--- config.mk ---
export PLATFORM = sky130hd
export DESIGN_NAME = seq_magnitude_comparator
export DESIGN_NICKNAME = d
export VERILOG_FILES = /design/src/rtl/cmp_pkg.sv /design/src/rtl/digit_compare.sv /design/src/rtl/seq_magnitude_comparator.sv
export SDC_FILE = /design/constraint.sdc
export NUM_CORES = 1
export LEC_CHECK = 0
export CELL_PAD_IN_SITES_DETAIL_PLACEMENT = 2
export CELL_PAD_IN_SITES_GLOBAL_PLACEMENT = 2
export CORE_MARGIN = 3
export CORE_UTILIZATION = 31
export DETAILED_ROUTE_END_ITERATION = 7
export GPL_ROUTABILITY_DRIVEN = 0
export MAX_ROUTING_LAYER = met4
export PLACE_DENSITY = 0.81
export REMOVE_ABC_BUFFERS = 1
export SLEW_MARGIN = 25
export SYNTH_ARGS = -nofsm -noshare
export SYNTH_HDL_FRONTEND = slang
export SYNTH_SLANG_ARGS = --single-unit
--- constraint.sdc ---
create_clock -name clk -period 3.48 [get_ports clk]
set_clock_uncertainty 0.2 [all_clocks]
set_input_delay 0.348 -clock clk [delete_from_list [all_inputs] [get_ports clk]]
set_output_delay 0.348 -clock clk [all_outputs]
set_load 0.05 [all_outputs]
--- src/rtl/cmp_pkg.sv ---
// Shared types and sizing helpers for the sequential magnitude comparator.
package cmp_pkg;

  localparam int DEFAULT_WIDTH = 32;
  localparam int DEFAULT_DIGIT = 4;

  typedef enum logic [1:0] {
    IDLE = 2'd0,
    SCAN = 2'd1,
    DONE = 2'd2
  } state_t;

  typedef struct packed {
    logic agb;
    logic aeb;
    logic alb;
  } result_t;

  function automatic int calc_ndig(input int width, input int digit);
    return width / digit;
  endfunction

  // A single-digit operand still needs a one-bit digit index.
  function automatic int idx_width(input int ndig);
    return (ndig > 1) ? $clog2(ndig) : 1;
  endfunction

endpackage

--- src/rtl/digit_compare.sv ---
// Combinational DIGIT-bit unsigned compare: xnor equality chain with
// MSB-priority greater/less terms.
module digit_compare #(
  parameter int DIGIT = 4
) (
  input  logic [DIGIT-1:0] da,
  input  logic [DIGIT-1:0] db,
  output logic             gt,
  output logic             eq,
  output logic             lt
);

  logic [DIGIT-1:0] bit_eq;
  logic             higher_eq;

  assign bit_eq = ~(da ^ db);

  always_comb begin
    gt        = 1'b0;
    lt        = 1'b0;
    higher_eq = 1'b1;
    for (int i = DIGIT - 1; i >= 0; i--) begin
      gt        = gt | (higher_eq & da[i] & ~db[i]);
      lt        = lt | (higher_eq & ~da[i] & db[i]);
      higher_eq = higher_eq & bit_eq[i];
    end
    eq = higher_eq;
  end

endmodule

--- src/rtl/seq_magnitude_comparator.sv ---
// Multi-cycle WIDTH-bit magnitude comparator scanning DIGIT bits per cycle from the MSB.
// Define SEQ_CMP_EARLY_EXIT_EN to stop the scan at the first unequal digit.
//
// state | meaning
// IDLE  | in_ready=1, waiting for an operand pair
// SCAN  | comparing digit idx, MSB digit first
// DONE  | out_valid=1, flags held until out_ready
module seq_magnitude_comparator
  import cmp_pkg::*;
#(
  parameter int WIDTH = DEFAULT_WIDTH,
  parameter int DIGIT = DEFAULT_DIGIT
) (
  input  logic             clk,
  input  logic             rst_n,
  input  logic             in_valid,
  output logic             in_ready,
  input  logic [WIDTH-1:0] a,
  input  logic [WIDTH-1:0] b,
  input  logic             signed_mode,
  output logic             out_valid,
  input  logic             out_ready,
  output logic             agb,
  output logic             aeb,
  output logic             alb
);

  localparam int NDIG = calc_ndig(WIDTH, DIGIT);
  localparam int IDXW = idx_width(NDIG);
  localparam logic [IDXW-1:0]  IDX_TOP  = IDXW'(NDIG - 1);
  localparam logic [WIDTH-1:0] SIGN_BIT = WIDTH'(1) << (WIDTH - 1);

  state_t           state, state_nxt;
  logic [WIDTH-1:0] a_q, b_q;
  logic [IDXW-1:0]  idx;
  result_t          res_q;
  logic [DIGIT-1:0] dig_a, dig_b;
  logic             dig_gt, dig_eq, dig_lt;
  logic             last_dig;

`ifndef SEQ_CMP_EARLY_EXIT_EN
  logic decided;
`endif

  always_comb begin
    dig_a = '0;
    dig_b = '0;
    for (int i = 0; i < NDIG; i++) begin
      if (idx == IDXW'(i)) begin
        dig_a = a_q[i*DIGIT +: DIGIT];
        dig_b = b_q[i*DIGIT +: DIGIT];
      end
    end
  end

  digit_compare #(.DIGIT(DIGIT)) u_digit_compare (
    .da (dig_a),
    .db (dig_b),
    .gt (dig_gt),
    .eq (dig_eq),
    .lt (dig_lt)
  );

  assign last_dig = (idx == '0);

  always_ff @(posedge clk or negedge rst_n) begin
    if (!rst_n) state <= IDLE;
    else        state <= state_nxt;
  end

  always_comb begin
    state_nxt = state;
    case (state)
      IDLE: if (in_valid) state_nxt = SCAN;
`ifdef SEQ_CMP_EARLY_EXIT_EN
      SCAN: if (!dig_eq || last_dig) state_nxt = DONE;
`else
      SCAN: if (last_dig) state_nxt = DONE;
`endif
      DONE: if (out_ready) state_nxt = IDLE;
      default: state_nxt = IDLE;
    endcase
  end

  always_comb begin
    in_ready  = (state == IDLE);
    out_valid = (state == DONE);
    agb       = out_valid & res_q.agb;
    aeb       = out_valid & res_q.aeb;
    alb       = out_valid & res_q.alb;
  end

  // Flipping the sign bit of both operands maps two's-complement order onto unsigned order.
  always_ff @(posedge clk or negedge rst_n) begin
    if (!rst_n) begin
      a_q     <= '0;
      b_q     <= '0;
      idx     <= '0;
      res_q   <= '0;
`ifndef SEQ_CMP_EARLY_EXIT_EN
      decided <= 1'b0;
`endif
    end else begin
      case (state)
        IDLE: begin
          if (in_valid) begin
            a_q     <= a ^ (signed_mode ? SIGN_BIT : '0);
            b_q     <= b ^ (signed_mode ? SIGN_BIT : '0);
            idx     <= IDX_TOP;
            res_q   <= '0;
`ifndef SEQ_CMP_EARLY_EXIT_EN
            decided <= 1'b0;
`endif
          end
        end
        SCAN: begin
`ifdef SEQ_CMP_EARLY_EXIT_EN
          if (!dig_eq)       res_q <= '{agb: dig_gt, aeb: 1'b0, alb: dig_lt};
          else if (last_dig) res_q <= '{agb: 1'b0, aeb: 1'b1, alb: 1'b0};
          else               idx   <= idx - IDXW'(1);
`else
          // First unequal digit decides; later digits cannot overwrite it.
          if (!decided && !dig_eq) begin
            res_q   <= '{agb: dig_gt, aeb: 1'b0, alb: dig_lt};
            decided <= 1'b1;
          end else if (!decided && last_dig) begin
            res_q <= '{agb: 1'b0, aeb: 1'b1, alb: 1'b0};
          end
          if (!last_dig) idx <= idx - IDXW'(1);
`endif
        end
        DONE: begin
          if (out_ready) begin
            res_q <= '0;
            idx   <= '0;
          end
        end
        default: begin
          res_q <= '0;
          idx   <= '0;
        end
      endcase
    end
  end

endmodule

==> reports/summary.log <==
[run_status] result of the run complete, no violations
[global_routing] initial antenna violation count 0
[clocking] Inserted Clock Buffers 9
[flow_run] max-cap violations 0
[timing] Min Hold Slack 0.2843 ns
[critical_path] cells traversed along the worst timing path inv_1, ha_1, nor2b_4, a22oi_1, nor2_1, a21oi_1, o21ai_0, o21a_1, inv_1, ha_1, nand3b_1, nor3_2, a211oi_1, o22ai_1
[route] count of antenna-violating nets left after detailed routing 0
[global_routing] sum of overflow across all layers after global routing 0
[final_layout] final net count 586
[critical_path] family with the most delay on the worst path compound AO/OA/AOI/OAI gates
[power_and_ir_drop] power density over the cells 975.2 nW/um2
[route] DRC violation total after the first TritonRoute iteration 131
[critical_path] Critical Path Fanout Max 11
[worst_hold_path] Worst Hold Class reg -> reg
[critical_path] CP startpoint idx[0]
[clocking] clock tree from TritonCTS built
[route] detail-routed via count per cell 5.129
[place] number of placed cells counting well taps 641
[power_and_ir_drop] Internal Power 2.838 mW
[final_layout] fill cell total of the finished layout 1325
[synth] fraction of registers with async set or reset after synthesis 1.000
[route] post-DR wirelength/cell 17.17 um
[timing] RSZ-0062 raised after global routing false
[critical_path] Worst Setup Path Type reg -> reg
[clocking] Worst-Skew Late Latency 0.33 ns
[timing] Final Hold Violating Endpoints 0
[critical_path] count of buffer and inverter cells on the critical path 2
[power_and_ir_drop] net switching power of the design 1.999 mW
[power_and_ir_drop] switching fraction of total power 0.4133
[critical_path] WP data required 3.48 ns
[floorplan] row count 39
[critical_path] cell with the largest stage delay on the worst path sky130_fd_sc_hd__dfrtp_1
[worst_hold_path] Hold Crit Start b_q[15]
[power_and_ir_drop] P_leak 2.258 nW
[critical_path] reg-to-reg startpoint idx[0]
[power_and_ir_drop] total power after layout 4.837 mW
[clocking] sinks on the clock net 73
[synth] number of enable-type register cells in the synthesized netlist 0
[critical_path] endpoint kind of the worst setup timing path flop
[floorplan] core outline area 11660 um2
[power_and_ir_drop] portion of total power attributed to the clock network 0.224
[route] Total Wirelength 11300 um
[floorplan] width of the chip 116.5 um
[clocking] Reg clk slew, reported paths 0.06 ns
[synth] most used flip-flop cell after synthesis sky130_fd_sc_hd__dfrtp_1
[critical_path] Critical Path Source Type flop
[timing] Rel. slew slack 0.5416
[clocking] CTS H-tree depth 3
[final_layout] number of standard cells in the layout, taps in and fillers out 658
[clocking] root buffer selected by CTS sky130_fd_sc_hd__clkbuf_16
[timing] final setup violation count 0
[floorplan] boundary pin count 74
[floorplan] initial core utilization 0.3244
[power_and_ir_drop] fraction of power consumed by combinational cells 0.463
[global_routing] GRT Resource Usage Total 0.1814
[synth] Yosys cell types 55
[critical_path] Arr. time, crit path 3.22 ns
[timing] share of the clock period used by the worst path 0.9243
[floorplan] Chip Height 116.5 um
[final_layout] share of layout cells above drive strength 1 0.07379
[synth] number of synthesized register bits 73
[route] via count of the routed design 3375
[power_and_ir_drop] Seq pwr share 0.313
[final_layout] post-synthesis to final-layout area growth 31.08%
[synth] cell area after synthesis 3784 um2
[timing] count of final max-slew check failures 0
[timing] total negative slack 0 ns
[global_routing] number of global-route vias before repair 3649
[power_and_ir_drop] maximum vdd drop 326.2 uV
[timing] achievable frequency 310.9 MHz
[synth] average instance area after synthesis 8.427 um2
[synth] yosys warns 0
[place] buffers added on ports 73
[timing] worst-margin pin slew 0.6875 ns
[final_layout] final core occ 0.4253
[clocking] Clock Path Buffers 2
[route] length of the first detailed-routing pass in iterations 4
[timing] Min Clock Period, post-route 3.217 ns
[synth] portion of the post-synthesis area used by sequential elements 0.4828
[floorplan] Die Outline Area 13570 um2
[place] half-perimeter wire length of the detailed placement result 7721 um
[final_layout] diode count 0
[global_routing] global-route wire length before repair 18810 um
[synth] cell count after synthesis 449
[global_routing] maximum number of pins on one net before global-route repair 74
[route] detailed-route DRC error count 0
[clocking] buffers inserted by post-CTS timing repair 0
[critical_path] delay of the slowest critical-path stage 0.42 ns
## state kept, by name (all words and copies together) (netlist names)
name / count
b_q: 32
idx: 3
decided: 1
res_q: 3
state: 2
a_q: 32
## area by class of cell
class,instances,area (um2),area share
multi-input combinational,331,1753,0.3534
clock buffer,11,242.7,0.04894
clock inverter,5,102.6,0.02069
tap,143,178.9,0.03607
sequential,73,1827,0.3683
inverter,15,56.30,0.01135
timing repair buffer,80,799.5,0.1612
## kinds of logic after synthesis
group	count (synthesis)	share of synthesized area
buffers and inverters	45	0.06051
AND/OR/NAND/NOR	230	0.2513
XOR/XNOR	4	0.009258
flip-flops	73	0.4828
adder cells (fa/ha/maj)	8	0.02579
AO/OA/AOI/OAI	87	0.1647
multiplexers	2	0.005622
## power by group through the flow
stage                     sequential, mW  clock (mW)  combinational, mW
after floorplan                     1.44           0               1.52
after global placement              1.50           0               2.02
after detailed placement            1.52           0               2.18
after CTS                           1.52        1.10               2.25
after global routing                1.57        1.14               2.54
final                               1.51        1.09               2.24
## worst register-to-register path, cell delays in order (launching register included)
cell and delay [ns]:
sky130_fd_sc_hd__dfrtp_1 0.42, sky130_fd_sc_hd__inv_1 0.17, sky130_fd_sc_hd__ha_1 0.23, sky130_fd_sc_hd__nor2b_4 0.37, sky130_fd_sc_hd__a22oi_1 0.14, sky130_fd_sc_hd__nor2_1 0.12, sky130_fd_sc_hd__a21oi_1 0.05, sky130_fd_sc_hd__o21ai_0 0.20
sky130_fd_sc_hd__o21a_1 0.16, sky130_fd_sc_hd__inv_1 0.05, sky130_fd_sc_hd__ha_1 0.32, sky130_fd_sc_hd__nand3b_1 0.12, sky130_fd_sc_hd__nor3_2 0.06, sky130_fd_sc_hd__a211oi_1 0.34, sky130_fd_sc_hd__o22ai_1 0.15
## worst paths after layout
check                      cells past startpoint  slack [ns]       end
setup reg to reg                              14        0.26  res_q[2]
hold / removal                                 2        0.28   b_q[15]
setup / recovery                              14        0.26  res_q[2]
max in group asynchronous                      2        2.19   a_q[26]
hold reg to reg                                2        0.28   b_q[15]
min in group asynchronous                      2        0.40   b_q[20]
## cell usage in the layout, fill, tap and decap left out, types with 2 or more instances in the layout
cell,count
sky130_fd_sc_hd__a211oi_1,4
sky130_fd_sc_hd__a21oi_1,12
sky130_fd_sc_hd__a21oi_2,2
sky130_fd_sc_hd__a221o_1,5
sky130_fd_sc_hd__a221oi_1,4
sky130_fd_sc_hd__a22o_1,2
sky130_fd_sc_hd__a22oi_1,6
sky130_fd_sc_hd__a31oi_1,2
sky130_fd_sc_hd__and2_1,2
sky130_fd_sc_hd__buf_4,5
sky130_fd_sc_hd__bufinv_16,3
sky130_fd_sc_hd__clkbuf_16,9
sky130_fd_sc_hd__clkdlybuf4s50_1,72
sky130_fd_sc_hd__dfrtp_1,73
sky130_fd_sc_hd__ha_1,6
sky130_fd_sc_hd__inv_1,15
sky130_fd_sc_hd__nand2_1,189
sky130_fd_sc_hd__nand2b_1,4
sky130_fd_sc_hd__nand3b_1,5
sky130_fd_sc_hd__nor2_1,10
sky130_fd_sc_hd__nor2b_1,7
sky130_fd_sc_hd__nor3_1,2
sky130_fd_sc_hd__o211ai_1,4
sky130_fd_sc_hd__o21a_1,2
sky130_fd_sc_hd__o21ai_0,23
sky130_fd_sc_hd__o22ai_1,7
sky130_fd_sc_hd__xnor2_1,4
## metrics by stage
step	area [um2]	setup slack, ns
final	4960	0.2633
after global routing	4960	0.03803
after CTS	4930	0.06992
after detailed placement	4584	0.2149
after global placement	4579	0.3660
after floorplan	3611	0.4582
## layer usage
| layer | GRT usage | wire (um) | vias to the layer above |
|---|---|---|---|
| met5 | - | 0 | - |
| met3 | 0.02642 | 289 | 10 |
| met1 | 0.2294 | 5172 | 1709 |
| met2 | 0.3066 | 5707 | 49 |
| met4 | 0.04486 | 129 | 0 |
| li1 | - | - | 1607 |
## timing repair
item,4_1_cts,5_1_grt
endpoints found under the setup margin,0,4
resized for setup,0,4
hold endpoints to repair,0,73
hold buffers,0,1
## Yosys cell counts (5+ instances only)
master | count | area (um2)
sky130_fd_sc_hd__inv_1 | 15 | 56.30
sky130_fd_sc_hd__o21ai_0 | 23 | 115.1
sky130_fd_sc_hd__nand2_1 | 190 | 713.2
sky130_fd_sc_hd__dfrtp_1 | 73 | 1827
sky130_fd_sc_hd__buf_2 | 6 | 30.03
sky130_fd_sc_hd__nor2_1 | 10 | 37.54
sky130_fd_sc_hd__a21oi_1 | 12 | 60.06
sky130_fd_sc_hd__clkbuf_1 | 15 | 56.30
sky130_fd_sc_hd__nand3b_1 | 5 | 37.54
sky130_fd_sc_hd__o22ai_1 | 7 | 43.79
sky130_fd_sc_hd__a221o_1 | 5 | 50.05
sky130_fd_sc_hd__a22oi_1 | 6 | 45.04
sky130_fd_sc_hd__nor2b_1 | 7 | 43.79
sky130_fd_sc_hd__ha_1 | 7 | 87.58
No activity file was read; power rests on OpenSTA's default activity.
